### src/rtl/cel_row_sequencer.sv
// Packed-cel row sequencer: walks the row headers of a cel in memory, starts the
// unpacker once per row and paces pixel delivery against the downstream sink.
module cel_row_sequencer #(
  parameter int ADDR_W = 32,
  parameter int CNT_W  = 11
) (
  input  logic              clock,
  input  logic              reset,
  input  logic              cel_start,
  input  logic [ADDR_W-1:0] cel_addr,
  input  logic [CNT_W-1:0]  cel_rows,
  input  logic [CNT_W-1:0]  cel_width,
  input  logic [2:0]        bpp,
  input  logic [31:0]       dma_data,
  output logic [ADDR_W-1:0] dma_addr,
  output logic              up_start,
  input  logic              up_rd_req,
  input  logic              up_eol,
  output logic              up_next_pix,
  input  logic              pix_ready,
  output logic              busy,
  output logic              done,
  output logic [CNT_W-1:0]  row_idx
);

  typedef enum logic [2:0] {
    IDLE,
    ROW_START,
    HDR,
    PIXELS,
    ROW_END,
    DONE
  } state_t;

  state_t            state_q;
  logic [ADDR_W-1:0] dmaAddr_q;
  logic [ADDR_W-1:0] rowAddr_q;
  logic [9:0]        offset_q;
  logic [CNT_W-1:0]  rowIdx_q;
  logic [CNT_W-1:0]  pixCnt_q;
  logic [CNT_W-1:0]  rows_q;
  logic [CNT_W-1:0]  width_q;
  logic [2:0]        bpp_q;
  logic              upStart_q;
  logic              busy_q;
  logic              done_q;

  logic [9:0]        hdrOffset_d;
  logic [ADDR_W-1:0] rowStep_d;
  logic              pixLast_d;
  logic              rowDone_d;
  logic              lastRow_d;
  logic              unusedHdrBits;

  // The deep pixel formats keep a 10-bit offset lower in the header word.
  assign hdrOffset_d = (bpp_q == 3'd5 || bpp_q == 3'd6) ? dma_data[25:16]
                                                        : {2'b00, dma_data[31:24]};
  assign unusedHdrBits = ^dma_data[15:0];

  assign rowStep_d = ADDR_W'({offset_q, 2'b00}) + ADDR_W'(8);
  assign pixLast_d = (width_q != '0) && (pixCnt_q == width_q - CNT_W'(1));
  assign lastRow_d = (rowIdx_q == rows_q - CNT_W'(1));

  assign up_next_pix = (state_q == PIXELS) && pix_ready;
  assign rowDone_d   = up_eol || (up_next_pix && pixLast_d);

  assign dma_addr = dmaAddr_q;
  assign up_start = upStart_q;
  assign busy     = busy_q;
  assign done     = done_q;
  assign row_idx  = rowIdx_q;

  always_ff @(posedge clock) begin
    if (reset) begin
      state_q   <= IDLE;
      dmaAddr_q <= '0;
      rowAddr_q <= '0;
      offset_q  <= '0;
      rowIdx_q  <= '0;
      pixCnt_q  <= '0;
      rows_q    <= '0;
      width_q   <= '0;
      bpp_q     <= '0;
      upStart_q <= 1'b0;
      busy_q    <= 1'b0;
      done_q    <= 1'b0;
    end else begin
      upStart_q <= 1'b0;
      done_q    <= 1'b0;
      if (up_rd_req && state_q != IDLE) dmaAddr_q <= dmaAddr_q + ADDR_W'(4);

      case (state_q)
        IDLE: begin
          if (cel_start) begin
            rows_q    <= cel_rows;
            width_q   <= cel_width;
            bpp_q     <= bpp;
            dmaAddr_q <= cel_addr;
            rowAddr_q <= cel_addr;
            rowIdx_q  <= '0;
            busy_q    <= 1'b1;
            state_q   <= (cel_rows == '0) ? DONE : ROW_START;
          end
        end
        ROW_START: begin
          upStart_q <= 1'b1;
          // A word consumed while the row is being launched still counts.
          dmaAddr_q <= up_rd_req ? rowAddr_q + ADDR_W'(4) : rowAddr_q;
          pixCnt_q  <= '0;
          state_q   <= HDR;
        end
        HDR: begin
          if (up_rd_req) begin
            offset_q <= hdrOffset_d;
            state_q  <= PIXELS;
          end
        end
        PIXELS: begin
          if (up_next_pix) pixCnt_q <= pixCnt_q + CNT_W'(1);
          if (rowDone_d) state_q <= ROW_END;
        end
        ROW_END: begin
          rowAddr_q <= rowAddr_q + rowStep_d;
          if (lastRow_d) begin
            state_q <= DONE;
          end else begin
            rowIdx_q <= rowIdx_q + CNT_W'(1);
            state_q  <= ROW_START;
          end
        end
        DONE: begin
          done_q  <= 1'b1;
          busy_q  <= 1'b0;
          state_q <= IDLE;
        end
        default: state_q <= IDLE;
      endcase
    end
  end

endmodule

### config.mk
export PLATFORM = sky130hd
export DESIGN_NAME = cel_row_sequencer
export DESIGN_NICKNAME = d
export VERILOG_FILES = /design/src/rtl/cel_row_sequencer.sv
export SDC_FILE = /design/constraint.sdc
export NUM_CORES = 1
export LEC_CHECK = 0
export CORE_UTILIZATION = 45
export CTS_BUF_LIST = sky130_fd_sc_hd__clkbuf_2
export DETAILED_ROUTE_END_ITERATION = 8
export GPL_TIMING_DRIVEN = 0
export PLACE_DENSITY = 0.69
export RECOVER_POWER = 50
export SYNTH_ARGS = -nofsm -noshare
export SYNTH_HDL_FRONTEND = slang
export SYNTH_SLANG_ARGS = --single-unit
export TNS_END_PERCENT = 30
### constraint.sdc
create_clock -name clock -period 4.56 [get_ports clock]
set_input_delay 0.456 -clock clock [delete_from_list [all_inputs] [get_ports clock]]
set_output_delay 0.456 -clock clock [all_outputs]
set_load 0.02 [all_outputs]
==> results of run 1 <==
## worst max path at each step
stage / start / to / slack, ns / depth (start not counted)
final: rowAddr_q[3]$_SDFFE_PP0P_ / rowAddr_q[19]$_SDFFE_PP0P_ / 1.02 / 14
after global routing: rowAddr_q[3]$_SDFFE_PP0P_ / rowAddr_q[19]$_SDFFE_PP0P_ / 0.79 / 14
after CTS: rowAddr_q[3]$_SDFFE_PP0P_ / rowAddr_q[19]$_SDFFE_PP0P_ / 1.08 / 14
after detailed placement: rowAddr_q[3]$_SDFFE_PP0P_ / rowAddr_q[19]$_SDFFE_PP0P_ / 1.14 / 14
after global placement: rowAddr_q[3]$_SDFFE_PP0P_ / rowAddr_q[19]$_SDFFE_PP0P_ / 1.18 / 14
after floorplan: rowAddr_q[3]$_SDFFE_PP0P_ / rowAddr_q[19]$_SDFFE_PP0P_ / 1.57 / 14
## routing by layer
| layer | wire length [um] | GRT usage [%] | vias to the layer above |
|---|---|---|---|
| met5 | 0 | 0 | - |
| met4 | 873 | 13.98 | 0 |
| met3 | 2047 | 4.724 | 60 |
| met2 | 11690 | 45.37 | 363 |
| met1 | 11020 | 38.24 | 3815 |
| li1 | - | - | 3941 |
## area by class of cell
| type | count | area share, % |
|---|---|---|
| clock inverters | 10 | 1.261 |
| clock buffers | 20 | 1.040 |
| diodes | 1 | 0.02599 |
| plain buffers | 57 | 2.275 |
| flip-flops and latches | 127 | 26.41 |
| inverters | 23 | 0.8968 |
| repair buffers | 124 | 12.89 |
| multi-input cells | 815 | 52.27 |
| well taps | 225 | 2.924 |
## cells by family after synthesis
family,Yosys count,share of synthesized area (%)
flip-flops,127,32.26
AND/OR/NAND/NOR,463,28.54
adder cells (fa/ha/maj),28,4.540
AO/OA/AOI/OAI,204,16.96
XOR/XNOR,95,10.56
buffers and inverters,80,3.889
multiplexers,25,3.254
## power by group
part	internal, mW	switching, mW
sequential	1.19	0.0945
clock	0.298	0.426
combinational	0.288	0.391
total	1.77	0.911
## cells in the mapped netlist (6+ instances only)
| library cell | n |
|---|---|
| dfxtp_1 | 127 |
| nand3_1 | 38 |
| nor4_1 | 13 |
| mux2i_1 | 20 |
| o21ai_0 | 28 |
| a31oi_1 | 24 |
| buf_1 | 6 |
| nor3_1 | 28 |
| xor2_1 | 38 |
| clkbuf_1 | 46 |
| nand4_1 | 28 |
| a21oi_1 | 75 |
| o211ai_1 | 7 |
| xnor2_1 | 57 |
| and2_1 | 9 |
| a22oi_1 | 6 |
| or3_1 | 16 |
| inv_1 | 23 |
| nor2_1 | 92 |
| nand2_1 | 172 |
| ha_1 | 27 |
| a211oi_1 | 13 |
| and3_1 | 18 |
| nand2b_1 | 6 |
| nor2b_1 | 7 |
## flip-flops by register name, indices dropped and copies added, names as in the netlist
signal	cells
bpp_q	3
done	1
pixCnt_q	11
busy	1
state_q	3
width_q	11
rowAddr_q	32
rows_q	11
dma_addr	32
offset_q	10
up_start	1
row_idx	11
## critical path, delay by kind of cell (launching register included)
kind	cells	cell delay (ns)
fa+ha+maj	3	0.85
simple gates	2	0.59
buf+inv	4	0.44
compound gates	5	1.17
flops	1	0.44
==> run_results.csv, run 1 <==
group,metric,value,unit
run_status,status,"finished clean",
worst_setup_path,r2r_start,"rowAddr_q[3]$_SDFFE_PP0P_",
clock_tree,clkTransAtPathRegs,0.20,ns
clock_tree,root_buffer,"clkbuf_2",
cells_and_area,fin_util,56.05,%
die,num_rows,48,
power,leakagePower,3.644,nW
worst_setup_path,slowest_delay,0.47,ns
power,finalPower,2.682,mW
worst_setup_path,r2r-end,"rowAddr_q[19]$_SDFFE_PP0P_",
yosys,synth_flop_cell,"dfxtp_1",
timing,slew_viol_final,0,
worst_setup_path,slowest_stage,"or4_1",
timing,fmax,282.2,MHz
worst_setup_path,path_max_fanout,10,
global_route,overflow,0,
timing,rsz0062_at_grt,"no",
yosys,synth_area_leaders,"dfxtp_1, nand2_1, xnor2_1",
timing,skew,0.02876,ns
clock_tree,cts_max_level,4,
worst_setup_path,cp.arrival,4.24,ns
route,viasPerCell,5.834,
route,drtPass1Iterations,5,
timing,slew_headroom,7.576,%
cells_and_area,area_growth,22.15,%
clock_tree,clk_latency,0.75,ns
cells_and_area,multi_input_area,5032,um2
worst_hold_path,min_from,"cel_width[6]",
route,vias,8179,
cells_and_area,stdcell_count,1402,
worst_setup_path,end_kind,"flip-flop",
clock_tree,cts_buffers,17,
worst_setup_path,cp-start-kind,"flip-flop",
job,drv_cap,0,
worst_setup_path,cpMostUsedCell,"inv_1",
timing,timing.final.ws_setup,1.016,ns
clock_tree,cts_resized,0,
yosys,synthCells,1022,
power,vdd_drop_max,158.6,uV
die,die_w,134.3,um
yosys,ys_seq_area_share,32.26,%
yosys,synth_nets,1145,
cells_and_area,layout-drive-gt1-share,5.187,%
timing,setup_viol,0,
die,die_y,134.3,um
yosys,syn_area,7881,um2
yosys,synthDominantCellAreaShare,32.26,%
cells_and_area,final_net_count,1288,
yosys,synth_top_area_cell,"dfxtp_1",
route,drcViolationCount,0,
clock_tree,cts_max_path_buffers,2,
cells_and_area,layout_common_cells,"nand2_1, dfxtp_1, nor2_1",
worst_setup_path,ff2ff_path_depth,14,
global_route,antenna_found_initial,1,
die,boundaryPins,142,
cells_and_area,finish.instance_area,9627,um2
die,initial_core_util,45.88,%
cells_and_area,register_area,2542,um2
die,dieArea,18050,um2
yosys,ys.warnings.count,0,
timing,fin_crit,3.544,ns
placement,dp_hpwl,19120,um
route,drt_iter0_drc,777,
yosys,synth_edf_count,0,
global_route,grt_use_total,28.81,%
placement,dpl.cell_count,1371,
clock_tree,clock_sinks,127,
clock_tree,cts_tree,"done",
worst_setup_path,cp_cell_sequence,"inv_1, ha_1, inv_1, ha_1, inv_1, fa_1, nor2b_1, o21ai_0, a21boi_1, o221ai_2, a211o_1, clkbuf_1, or4_1, a31oi_1",
route,routedWlPerCell,18.28,um
die,core,17180,um2
placement,gp_congestion,0.9198,
clock_tree,cts_hold_buf,0,
timing,hold_viol,0,
global_route,grt_pass1_vias,7468,
global_route,grt_pass1_wl,39830,um
route,routed_wl,25630,um
power,p_per_area,278.6,nW/um2
yosys,synthArstFlopShare,0,%
global_route,grt_max_degree,17,
worst_setup_path,rrSetupSlack,1.02,ns
clock_tree,postCtsSetupBuffers,0,
route,postRouteAntennaNets,0,
placement,detailedPlace.worstSlack,1.142,ns
worst_setup_path,crit_type,"flip-flop to flip-flop",
timing,hold_slack,0.2288,ns
worst_hold_path,worstHoldPathCells,3,
cells_and_area,fillers,1684,
worst_hold_path,holdPathEnd,"width_q[6]$_SDFFE_PP0P_",
timing,fin_tns_setup,0,ns
placement,placed_cell_area,9404,um2
cells_and_area,layout_commonest_cell,"nand2_1",
timing,worst_pin_slew,1.374,ns
worst_setup_path,required,5.26,ns
yosys,ys_types,74,
worst_hold_path,hp-class,"input pin to flip-flop",
yosys,ys_seq_elements,127,
placement,port_buffers,124,
timing,finalCritPeriodShare,77.72,%
yosys,syn_avg_cell_area,7.712,um2
(Power assumes the default switching activity.)
==> run 2: changes to the inputs <==
clock period = 3.6 ns   (was 4.56 ns; I/O delays follow)
==> run_results.csv, run 2 (synthesis results as in run 1) <==
group,metric,value,unit
power,p_clk_share,27.0,%
job,drv_cap,0,
die,dieArea,18050,um2
clock_tree,clock_sinks,127,
timing,setup_viol,0,
worst_setup_path,slowest_delay,0.44,ns
cells_and_area,final_net_count,1288,
die,die_y,134.3,um
global_route,grt_use_total,28.81,%
placement,port_buffers,124,
die,die_w,134.3,um
die,boundaryPins,142,
worst_setup_path,end_kind,"flip-flop",
worst_setup_path,path_max_fanout,10,
timing,hold_slack,0.1330,ns
worst_setup_path,ff2ff_path_depth,14,
worst_setup_path,cp.buffers_inverters,4,
timing,skew,0.02769,ns
route,postRouteAntennaNets,0,
placement,dpl.cell_count,1371,
cells_and_area,layout_commonest_cell,"nand2_1",
cells_and_area,fin_util,56.08,%
cells_and_area,finish.instance_area,9633,um2
route,drcViolationCount,0,
worst_setup_path,cp.arrival,4.02,ns
die,num_rows,48,
timing,slew_viol_final,0,
power,p_sw,1.152,mW
global_route,antenna_found_initial,1,
worst_hold_path,hp-class,"input pin to flip-flop",
timing,fin_crit,3.327,ns
cells_and_area,layout-drive-gt1-share,5.442,%
clock_tree,cts_max_path_buffers,2,
worst_setup_path,startpoint,"rowAddr_q[3]$_SDFFE_PP0P_",
timing,fmax,300.5,MHz
timing,timing.final.ws_setup,0.2726,ns
cells_and_area,stdcell_count,1402,
route,routed_wl,25500,um
worst_setup_path,required,4.29,ns
power,p_per_area,352.5,nW/um2
route,vias,8148,
worst_setup_path,r2r-end,"rowAddr_q[19]$_SDFFE_PP0P_",
placement,gp_congestion,0.9198,
worst_setup_path,r2r_start,"rowAddr_q[3]$_SDFFE_PP0P_",
timing,worst_pin_slew,1.341,ns
worst_setup_path,rrSetupSlack,0.27,ns
route,drtPass1Iterations,5,
power,vdd_drop_max,199.9,uV
worst_setup_path,endpoint,"rowAddr_q[19]$_SDFFE_PP0P_",
route,viasPerCell,5.812,
route,routedWlPerCell,18.19,um
worst_setup_path,crit_type,"flip-flop to flip-flop",
clock_tree,cts_hold_buf,0,
placement,dp_hpwl,19120,um
placement,placed_cell_area,9404,um2
worst_setup_path,slowest_stage,"or4_1",
clock_tree,cts_max_level,4,
die,initial_core_util,45.88,%
placement,detailedPlace.worstSlack,0.1825,ns
cells_and_area,area_growth,22.23,%
die,core,17180,um2
power,p_sw_share,33.92,%
timing,hold_viol,0,
timing,rsz0062_at_grt,"no",
power,power.internal,2.244,mW
worst_setup_path,path_depth,14,
timing,finalCritPeriodShare,92.43,%
global_route,overflow,0,
global_route,grt_max_degree,17,
clock_tree,clkTransAtPathRegs,0.19,ns
clock_tree,cts_tree,"done",
cells_and_area,layout_common_cells,"nand2_1, dfxtp_1, nor2_1",
power,power_frac_seq,47.7,%
run_status,status,"finished clean",
clock_tree,root_buffer,"clkbuf_2",
worst_setup_path,path_delay_family,"compound AO/OA/AOI/OAI gates",
global_route,grt_pass1_vias,7468,
cells_and_area,fillers,1686,
cells_and_area,multi_input_area,5036,um2
route,drt_iter0_drc,782,
worst_setup_path,cpMostUsedCell,"inv_1",
worst_setup_path,cp_cell_sequence,"inv_1, ha_1, inv_1, ha_1, inv_1, fa_1, nor2b_1, o21ai_0, a21boi_2, o221ai_2, a211o_1, clkbuf_2, or4_1, a31oi_1",
clock_tree,clk_latency,0.75,ns
global_route,grt_pass1_wl,39830,um
power,leakagePower,3.646,nW
power,finalPower,3.395,mW
clock_tree,cts_buffers,17,
worst_setup_path,cp-start-kind,"flip-flop",
power,p_comb_share,25.3,%
cells_and_area,register_area,2544,um2
timing,slew_headroom,9.791,%
timing,fin_tns_setup,0,ns
==> run 2: worst reg2reg max path, cell delays in order (launching register included) <==
cell and delay [ns]:
dfxtp_2 0.40, inv_1 0.05, ha_1 0.29, inv_1 0.06
ha_1 0.16, inv_1 0.06, fa_1 0.40, nor2b_1 0.13
o21ai_0 0.14, a21boi_2 0.25, o221ai_2 0.21, a211o_1 0.33
clkbuf_2 0.21, or4_1 0.44, a31oi_1 0.17
==> run 2: worst min path at each step <==
stage                                     start                      end  slack (ns)  depth (start not counted)
after floorplan           bpp_q[2]$_SDFFE_PP0P_    bpp_q[2]$_SDFFE_PP0P_        0.44                          2
after global placement    bpp_q[2]$_SDFFE_PP0P_    bpp_q[2]$_SDFFE_PP0P_        0.45                          2
after detailed placement  bpp_q[2]$_SDFFE_PP0P_    bpp_q[2]$_SDFFE_PP0P_        0.45                          2
after CTS                          cel_width[7]  width_q[7]$_SDFFE_PP0P_        0.11                          3
after global routing               cel_width[6]  width_q[6]$_SDFFE_PP0P_        0.14                          3
final                              cel_width[6]  width_q[6]$_SDFFE_PP0P_        0.13                          3
==> run 2: layout make-up <==
type / instances / area share [%]
Clock inverter: 10 / 1.260
Buffer: 57 / 2.286
Timing Repair Buffer: 124 / 12.88
Multi-Input combinational cell: 815 / 52.28
Clock buffer: 20 / 1.039
Inverter: 23 / 0.8962
Antenna cell: 1 / 0.02598
Tap cell: 225 / 2.922
Sequential cell: 127 / 26.41
==> run 2: routing by layer <==
metal | vias up | share of wire, % | track usage (%)
met5 | - | 0 | 0
met4 | 0 | 3.7 | 13.98
met3 | 65 | 7.3 | 4.724
met2 | 352 | 46 | 45.37
met1 | 3790 | 43 | 38.24
li1 | 3941 | - | -
==> run 2: power groups by stage <==
stage | Combinational, mW | Sequential, mW | Clock [mW]
after global placement | 0.848 | 1.65 | 0
final | 0.859 | 1.62 | 0.916
after detailed placement | 0.858 | 1.65 | 0
after floorplan | 0.493 | 1.66 | 0
after CTS | 0.862 | 1.62 | 0.931
after global routing | 0.931 | 1.64 | 0.987
==> run 2: what timing repair did <==
| action | 4_1_cts | 5_1_grt |
|---|---|---|
| buffers inserted | 0 | 0 |
| resized for setup | 0 | 4 |
| endpoints found under the setup margin | 0 | 4 |
==> run 3: changes to the inputs <==
PLACE_DENSITY = 0.72   (was 0.69)
clock period = 2.7 ns   (was 3.6 ns; I/O delays follow)
==> run_results.csv, run 3 (synthesis results as in run 1) <==
group,metric,value,unit
placement,detailedPlace.worstSlack,-0.4655,ns
global_route,grt_use_total,28.71,%
timing,skew,0.03472,ns
timing,fin_tns_setup,-1.111,ns
cells_and_area,layout_commonest_cell,"nand2_1",
die,core,17180,um2
die,initial_core_util,45.88,%
worst_setup_path,end_kind,"flip-flop",
global_route,grt_pass1_vias,7717,
clock_tree,clk_latency,0.72,ns
power,vdd_drop_max,239.5,uV
placement,port_buffers,124,
timing,rsz0062_at_grt,"yes",
route,drt_iter0_drc,809,
die,num_rows,48,
timing,slew_headroom,44.63,%
worst_setup_path,required,3.36,ns
timing,timing.final.ws_setup,-0.2017,ns
power,finalPower,4.345,mW
worst_setup_path,path_max_fanout,5,
clock_tree,clock_sinks,127,
timing,setup_viol,15,
worst_setup_path,cp.arrival,3.56,ns
placement,dpl.cell_count,1371,
timing,hold_viol,0,
worst_setup_path,crit_type,"flip-flop to flip-flop",
power,p_per_area,439.7,nW/um2
clock_tree,cts_max_path_buffers,2,
timing,worst_pin_slew,0.8176,ns
run_status,status,"finished with violations",
worst_setup_path,rrSetupSlack,-0.20,ns
global_route,grt_max_degree,17,
clock_tree,clkTransAtPathRegs,0.20,ns
cells_and_area,fin_util,57.52,%
timing,finalCritPeriodShare,107.5,%
power,leakagePower,3.775,nW
timing,slew_viol_final,0,
placement,gp_congestion,0.9501,
worst_setup_path,slowest_delay,0.40,ns
global_route,grt_pass1_wl,40080,um
route,viasPerCell,5.881,
cells_and_area,layout_common_cells,"nand2_1, dfxtp_1, nor2_1",
die,dieArea,18050,um2
route,vias,8328,
job,drv_cap,0,
cells_and_area,stdcell_count,1416,
worst_hold_path,worstHoldPathCells,3,
worst_setup_path,slowest_stage,"or4_1",
clock_tree,cts_buffers,17,
route,routedWlPerCell,18.16,um
worst_setup_path,cp_cell_sequence,"inv_2, ha_4, inv_4, ha_4, inv_2, fa_2, nor2b_2, o21ai_2, a21boi_2, o221ai_4, a211o_1, clkbuf_8, or4_1, a31oi_1",
worst_hold_path,holdPathEnd,"width_q[5]$_SDFFE_PP0P_",
clock_tree,cts_max_level,4,
cells_and_area,layout-drive-gt1-share,9.251,%
route,postRouteAntennaNets,0,
worst_setup_path,r2r_start,"rowAddr_q[3]$_SDFFE_PP0P_",
global_route,antenna_found_initial,2,
die,boundaryPins,142,
die,die_y,134.3,um
timing,fmax,344.6,MHz
timing,fin_crit,2.902,ns
clock_tree,cts_tree,"done",
global_route,overflow,0,
route,drtPass1Iterations,9,
run_status,violations,"design-rule violations, negative setup slack",
cells_and_area,final_net_count,1300,
die,die_w,134.3,um
worst_setup_path,ff2ff_path_depth,14,
route,routed_wl,25720,um
worst_hold_path,min_from,"cel_width[5]",
worst_setup_path,cp-start-kind,"flip-flop",
clock_tree,root_buffer,"clkbuf_2",
route,drcViolationCount,4,
placement,dp_hpwl,18900,um
worst_hold_path,hp-class,"input pin to flip-flop",
worst_setup_path,r2r-end,"rowAddr_q[19]$_SDFFE_PP0P_",
cells_and_area,area_growth,25.37,%
run 3: worst max path at each step:
stage	start	to	slack (ns)	cells past startpoint
6_report	rowAddr_q[3]$_SDFFE_PP0P_	rowAddr_q[19]$_SDFFE_PP0P_	-0.20	14
5_1_grt	offset_q[1]$_SDFFE_PP0P_	rowAddr_q[19]$_SDFFE_PP0P_	-0.25	14
4_1_cts	rowAddr_q[3]$_SDFFE_PP0P_	rowAddr_q[19]$_SDFFE_PP0P_	-0.17	14
3_5_place_dp	rowAddr_q[3]$_SDFFE_PP0P_	rowAddr_q[19]$_SDFFE_PP0P_	-0.47	14
3_3_place_gp	cel_start	dma_addr[27]$_SDFF_PP0_	-0.41	7
2_1_floorplan	rowAddr_q[3]$_SDFFE_PP0P_	rowAddr_q[19]$_SDFFE_PP0P_	-0.13	14
run 3: critical path: cells and delay by family (launching register included):
family / cells / cell delay (ns)
AO/OA/AOI/OAI: 5 / 0.89
adder cells (fa/ha/maj): 3 / 0.71
AND/OR/NAND/NOR: 2 / 0.53
flip-flops: 1 / 0.38
buffers and inverters: 4 / 0.30
run 3: where the power goes:
| part | internal [mW] | switching, mW | total [mW] | leakage (nW) |
|---|---|---|---|---|
| clock network | 0.308 | 0.703 | 1.01 | 0.122 |
| registers | 2.00 | 0.159 | 2.16 | 1.04 |
| logic | 0.503 | 0.669 | 1.17 | 2.61 |
run 3: per-layer routing:
layer  vias up  GRT usage (%)  wire, um
met2       355          46.03     11690
met1      3965          37.70     11180
met4         0          12.17       940
met3        62          5.404      1913
li1       3946              -         -
met5         -              0         0
run 3: final cells by class:
cell class,count,area (um2)
Tap cell,225,281.5
Antenna cell,2,5.005
Buffer,57,235.2
Clock buffer,19,95.09
Inverter,23,88.84
Clock inverter,12,77.57
Sequential cell,127,2555
Fill cell,1657,7296
Multi-Input combinational cell,815,5199
Timing Repair Buffer,136,1344
run 3: what timing repair did:
action | in CTS | in global routing
endpoints found under the setup margin | 42 | 35
hold buffers | 0 | 0
cloned | 1 | 0
pin swaps | 12 | 7
resized for setup | 36 | 20
buffers inserted | 7 | 4
run 3: stage by stage:
step | cell area (um2) | hold slack (ns)
floorplan | 7895 | 0.4060
global placement | 9418 | 0.4455
detailed placement | 9418 | 0.4514
CTS | 9777 | 0.05126
global route | 9881 | 0.04580
finish | 9881 | 0.08081
